[config.mk]
export PLATFORM = sky130hd
export DESIGN_NAME = pc_fetch_unit
export DESIGN_NICKNAME = d
export VERILOG_FILES = /design/src/rtl/fetch_pkg.sv /design/src/rtl/fetch_pc_reg.sv /design/src/rtl/pc_fetch_unit.sv
export SDC_FILE = /design/constraint.sdc
export NUM_CORES = 1
export LEC_CHECK = 0
export BUFFER_PORTS_ARGS = -buffer_cell sky130_fd_sc_hd__buf_2
export CORE_MARGIN = 3
export CORE_UTILIZATION = 50
export CTS_BUF_LIST = sky130_fd_sc_hd__clkbuf_8
export DETAILED_ROUTE_END_ITERATION = 12
export PLACE_DENSITY = 0.82
export SKIP_LAST_GASP = 1
export SYNTH_ARGS = -nofsm -noshare
export SYNTH_HDL_FRONTEND = slang
export SYNTH_HIERARCHICAL = 1
export SYNTH_SLANG_ARGS = --single-unit
[constraint.sdc]
create_clock -name clk -period 3.65 [get_ports clk]
set_clock_uncertainty 0.05 [all_clocks]
set_input_delay 0 -clock clk [delete_from_list [all_inputs] [get_ports clk]]
set_output_delay 0 -clock clk [all_outputs]
set_load 0.01 [all_outputs]
[src/rtl/fetch_pkg.sv]
// Shared definitions for the instruction fetch unit: default widths, reset
// vector, NOP encoding and FSM state encoding.
// Optional build macro: FETCH_ALIGN_CHECK_EN (adds the HALT state).
package fetch_pkg;

    localparam int unsigned FETCH_XLEN         = 32;
    localparam logic [31:0] FETCH_RESET_VECTOR = 32'h0000_0000;
    localparam logic [31:0] FETCH_NOP          = 32'h0000_0013;

`ifdef FETCH_ALIGN_CHECK_EN
    typedef enum logic [2:0] {
        ST_ISSUE   = 3'd0,
        ST_WAIT    = 3'd1,
        ST_HOLD    = 3'd2,
        ST_DISCARD = 3'd3,
        ST_HALT    = 3'd4
    } fetch_state_e;
`else
    typedef enum logic [1:0] {
        ST_ISSUE   = 2'd0,
        ST_WAIT    = 2'd1,
        ST_HOLD    = 2'd2,
        ST_DISCARD = 2'd3
    } fetch_state_e;
`endif

    // A fetch target is misaligned when it is not on a 4-byte boundary.
    function automatic logic is_misaligned(input logic [1:0] lsb);
        return lsb != 2'b00;
    endfunction

endpackage

[src/rtl/fetch_pc_reg.sv]
// Fetch program counter: reset > redirect > advance by 4 > hold.
// Arithmetic wraps modulo 2^XLEN.
module fetch_pc_reg
    import fetch_pkg::*;
#(
    parameter int unsigned     XLEN         = FETCH_XLEN,
    parameter logic [XLEN-1:0] RESET_VECTOR = XLEN'(FETCH_RESET_VECTOR)
) (
    input  logic            clk,
    input  logic            rst_n,
    input  logic            redirect_en,
    input  logic [XLEN-1:0] redirect_pc,
    input  logic            advance,
    output logic [XLEN-1:0] pc_q
);

    // Priority-muxed PC update.
    always_ff @(posedge clk or negedge rst_n) begin
        if (!rst_n) begin
            pc_q <= RESET_VECTOR;
        end else if (redirect_en) begin
            pc_q <= redirect_pc;
        end else if (advance) begin
            pc_q <= pc_q + XLEN'(4);
        end
    end

endmodule

[src/rtl/pc_fetch_unit.sv]
// Single-outstanding-request instruction fetch unit.
// ISSUE sends one request, WAIT collects the response, HOLD presents the
// instruction to decode, DISCARD drops a response orphaned by a redirect.
// Optional build macro: FETCH_ALIGN_CHECK_EN -- a misaligned redirect target
// halts fetch and raises a sticky misalign_o; otherwise the target's low two
// bits are cleared.
module pc_fetch_unit
    import fetch_pkg::*;
#(
    parameter int unsigned     XLEN         = FETCH_XLEN,
    parameter logic [XLEN-1:0] RESET_VECTOR = XLEN'(FETCH_RESET_VECTOR)
) (
    input  logic            clk,
    input  logic            rst_n,
    output logic            imem_req_o,
    output logic [XLEN-1:0] imem_addr_o,
    input  logic            imem_rvalid_i,
    input  logic [31:0]     imem_rdata_i,
    output logic            if_valid_o,
    output logic [XLEN-1:0] if_pc_o,
    output logic [31:0]     if_instr_o,
    output logic [XLEN-1:0] if_pcplus4_o,
    input  logic            id_ready_i,
    input  logic            redirect_i,
    input  logic [XLEN-1:0] redirect_pc_i,
    output logic            misalign_o
);

    fetch_state_e    state_q;
    fetch_state_e    state_d;
    logic [XLEN-1:0] pc_q;
    logic [XLEN-1:0] redirect_tgt;
    logic            capture;

`ifdef FETCH_ALIGN_CHECK_EN
    logic            bad_target;
    logic            misalign_q;

    assign redirect_tgt = redirect_pc_i;
    assign bad_target   = redirect_i && is_misaligned(redirect_pc_i[1:0]);
    assign misalign_o   = misalign_q;

    // Sticky misalignment flag, cleared only by reset.
    always_ff @(posedge clk or negedge rst_n) begin
        if (!rst_n) begin
            misalign_q <= 1'b0;
        end else if (state_d == ST_HALT) begin
            misalign_q <= 1'b1;
        end
    end
`else
    assign redirect_tgt = redirect_pc_i & ~XLEN'(3);
    assign misalign_o   = 1'b0;
`endif

    // A response is accepted only in WAIT and only if no redirect overrides it.
    assign capture = (state_q == ST_WAIT) && imem_rvalid_i && !redirect_i;

    fetch_pc_reg #(
        .XLEN         (XLEN),
        .RESET_VECTOR (RESET_VECTOR)
    ) u_pc_reg (
        .clk         (clk),
        .rst_n       (rst_n),
        .redirect_en (redirect_i),
        .redirect_pc (redirect_tgt),
        .advance     (capture),
        .pc_q        (pc_q)
    );

    // FSM state register.
    always_ff @(posedge clk or negedge rst_n) begin
        if (!rst_n) begin
            state_q <= ST_ISSUE;
        end else begin
            state_q <= state_d;
        end
    end

    // FSM next-state logic; redirect outranks rvalid and id_ready.
    always_comb begin
        state_d = state_q;
        case (state_q)
            ST_ISSUE: begin
                state_d = redirect_i ? ST_DISCARD : ST_WAIT;
            end
            ST_WAIT: begin
                if (redirect_i) begin
                    state_d = imem_rvalid_i ? ST_ISSUE : ST_DISCARD;
                end else if (imem_rvalid_i) begin
                    state_d = ST_HOLD;
                end
            end
            ST_HOLD: begin
                if (redirect_i || id_ready_i) begin
                    state_d = ST_ISSUE;
                end
            end
            ST_DISCARD: begin
                // A redirect alone keeps waiting for the orphan; if the orphan
                // arrives in the same cycle nothing is outstanding any more.
                if (imem_rvalid_i) begin
                    state_d = ST_ISSUE;
                end
            end
`ifdef FETCH_ALIGN_CHECK_EN
            ST_HALT: begin
                state_d = ST_HALT;
            end
`endif
            default: begin
                state_d = ST_ISSUE;
            end
        endcase
`ifdef FETCH_ALIGN_CHECK_EN
        if (bad_target) begin
            state_d = ST_HALT;
        end
`endif
    end

    // FSM outputs: request pulse in ISSUE, instruction valid in HOLD.
    always_comb begin
        imem_req_o  = 1'b0;
        imem_addr_o = pc_q;
        if_valid_o  = 1'b0;
        if (state_q == ST_ISSUE) begin
            imem_req_o = rst_n;
        end
        if (state_q == ST_HOLD) begin
            if_valid_o = !redirect_i;
        end
    end

    // Presented instruction and its PC, updated only on an accepted response.
    always_ff @(posedge clk or negedge rst_n) begin
        if (!rst_n) begin
            if_pc_o    <= '0;
            if_instr_o <= FETCH_NOP;
        end else if (capture) begin
            if_pc_o    <= pc_q;
            if_instr_o <= imem_rdata_i;
        end
    end

    assign if_pcplus4_o = if_pc_o + XLEN'(4);

endmodule

==> flow_summary.yaml <==
cts:
  clk_latency_ns: 0.36
  numCtsBuffers: 9
  clk_path_buf_depth: 2
  cts_tree: "built"
  cts-resized-gates: 0
  clock-root-buffer: "clkbuf_8"
  h-tree-depth: 3
  cts_sinks: 98
  clkTransAtPathRegs_ns: 0.10
  post_cts_buffers: 0
critical_path:
  reg2reg_depth: 6
  arrival_ns: 2.60
  worst_setup_path_end_kind: "primary output"
  reg2reg_to: "u_pc_reg/pc_q[31]$_DFFE_PN0N_"
  start_kind: "flop"
  cp_max_fo: 8
  ff2ff_setup_slack_ns: 1.05
  worst-setup-path-type: "flop to primary output"
  cp.required_ns: 3.60
  rr_startpoint: "state_q[1]$_DFFE_PN0P_"
detailed_routing:
  highest_layer: "met4"
  vias_per_cell: 5.472
  drt_iter0_markers: 285
  wl_per_cell_um: 17.23
  met1Wirelength_um: 5727
  drt_first_pass_iters: 5
  dr_wl_met3_um: 1100
  routed_wl_um: 14340
  dr_wl_met2_um: 7341
  drc: 0
  ant_nets: 0
  vias: 4553
power_and_ir_drop:
  p_leak_nw: 3.093
  p_per_area_mw_per_mm2: 645.7
  power_mw: 4.390
  ir_drop_mv: 0.4453
synthesis:
  avgSynthCellArea_um2: 11.05
  synth-edff-count: 0
  ys_warn_count: 6
  synth.distinct_cells: 40
  syn_inst: 446
  synthArstFlopShare: 1.000
  syn-cell-area_mm2: 0.004927
  synth_ff_type: "dfrtp_1"
  ys_seq_area_frac: 0.4985
  synth-seq-cells: 98
timing:
  final.setup.tns_ns: 0
  tightest_slew_ns: 0.9030
  finalSetupViolations: 0
  maxSlewViolCount: 0
  hold_viol_final: 0
  fin_ws_ns: 1.002
  rsz0062_at_grt: "false"
  period_share: 0.7256
  slew-limit-headroom: 0.3980
  fin_crit_ns: 2.648
  clock.fmax_ghz: 0.3776
floorplanning:
  ios: 200
  dieWidth_um: 105.3
  die_area_mm2: 0.01108
  rows: 35
  start_util: 0.5233
  die_h_um: 105.3
  core_mm2: 0.009415
grt:
  antenna_found_initial: 0
  grt_pass1_vias: 4695
  grt_util_all_layers: 0.2619
  grt-ovfl-total: 0
  grt_start_max_net_pins: 76
  grt_pass1_wl_um: 23430
place:
  port_buffers: 196
  dp_worst_setup_slack_ns: 1.074
  dp_cells: 750
  hpwl_um: 9788
  globalplace.congestion: 0.8687
finish:
  final_common_cell: "buf_2"
  multi_input_area_mm2: 0.002307
  seq_area_mm2: 0.002456
  area_growth_pct: 37.99
  fillerInstances: 687
  diodes: 0
  final_cell_count_no_fill: 832
  nets: 769
  drive_above_1_share: 0.4125
  final_cell_mix: "195 x buf_2, 95 x dfrtp_1, 66 x dlygate4sd3_1"
status:
  status: "complete, no violations"
worst_hold_path:
  hp-class: "primary input to async pin"
job:
  max_cap_violations: 0
-- routing by layer --
metal  up-vias  global-route usage
met5         -                   0
met4         0             0.07216
met3        14             0.05756
met2       226              0.4572
met1      2216              0.3275
li1       2097                   -
-- state kept, by name (all words and copies together), names as in the netlist --
register and flops:
if_pc_o 32, state_q 2, u_pc_reg/pc_q 32, if_instr_o 32
-- Yosys cell counts, types with 3 or more instances --
master | n | area share
or3_1 | 3 | 0.0038
dfstp_2 | 3 | 0.016
or4_1 | 13 | 0.020
o21ai_0 | 22 | 0.022
inv_1 | 9 | 0.0069
buf_4 | 3 | 0.0046
nor2_1 | 25 | 0.019
clkbuf_1 | 17 | 0.013
buf_6 | 3 | 0.0069
xor2_1 | 23 | 0.041
mux2_2 | 61 | 0.14
nand4_2 | 4 | 0.010
xnor2_1 | 21 | 0.037
o31ai_1 | 12 | 0.018
buf_2 | 3 | 0.0030
a31oi_1 | 13 | 0.017
dfrtp_1 | 95 | 0.48
nor4_1 | 5 | 0.0063
and4_1 | 6 | 0.011
nor3_1 | 11 | 0.011
nand2_1 | 38 | 0.029
nand4_1 | 11 | 0.014
nand3_1 | 20 | 0.020
-- power by group --
group | leakage (nW) | switching [mW] | internal, mW | total (mW)
combinational | 1.84 | 0.899 | 0.906 | 1.81
clock | 0.0868 | 0.379 | 0.247 | 0.626
sequential | 1.16 | 0.465 | 1.49 | 1.96
-- critical path, cell delays in order, from the launching register on --
cell and delay, ns:
dfrtp_1 0.45, ha_1 0.25, nand4_1 0.17, or4_1 0.65, nor4_2 0.36, xor2_1 0.20, buf_2 0.16
-- how the worst max path moves through the flow --
stage / to / start / slack [ns] / cells past startpoint
2_1_floorplan: u_pc_reg/pc_q[27]$_DFFE_PN0N_ / state_q[1]$_DFFE_PN0P_ / 0.74 / 10
3_3_place_gp: u_pc_reg/pc_q[27]$_DFFE_PN0N_ / state_q[1]$_DFFE_PN0P_ / 1.18 / 6
3_5_place_dp: u_pc_reg/pc_q[31]$_DFFE_PN0N_ / state_q[1]$_DFFE_PN0P_ / 1.07 / 6
4_1_cts: if_pcplus4_o[30] / if_pc_o[3]$_DFFE_PN0P_ / 1.03 / 6
5_1_grt: u_pc_reg/pc_q[22]$_DFFE_PN0N_ / state_q[1]$_DFFE_PN0P_ / 0.88 / 6
6_report: if_pcplus4_o[30] / if_pc_o[3]$_DFFE_PN0P_ / 1.00 / 6
-- cell families (layout without fill, tap and decap cells) --
group                    Yosys count  count (layout)  synth area share
flip-flops                        98              98            0.4985
AND/OR/NAND/NOR                  151             151            0.1757
multiplexers                      63              63            0.1435
AO/OA/AOI/OAI                     51              51           0.06323
buffers and inverters             36             291           0.03504
other                              1               3         0.0007611
adder cells (fa/ha/maj)            2               2          0.005078
XOR/XNOR                          44              44           0.07821
-- final cells by class --
cell class,instances,area share
clock buffers,9,0.01822
clock inverters,7,0.006809
inverters,10,0.005521
multi-input cells,314,0.3393
flip-flops and latches,98,0.3612
well taps,129,0.02374
repair buffers,265,0.2451
-- per-stage QoR --
| stage | instance area, um^2 | util | hold slack, ns |
|---|---|---|---|
| CTS | 6799 | 0.7221 | 0.2107 |
| floorplan | 4935 | - | -0.3456 |
| global route | 6799 | 0.7221 | 0.2408 |
| detailed placement | 5968 | 0.6339 | 0.05744 |
| global placement | 5968 | 0.6339 | 0.04964 |
| finish | 6799 | 0.7221 | 0.1905 |
-- timing repair --
| item | in CTS | in global routing |
|---|---|---|
| endpoints found under the setup margin | 0 | 0 |
| hold endpoints to repair | 121 | 0 |
| hold buffers | 66 | 0 |
No activity file was read; power rests on OpenSTA's default activity.
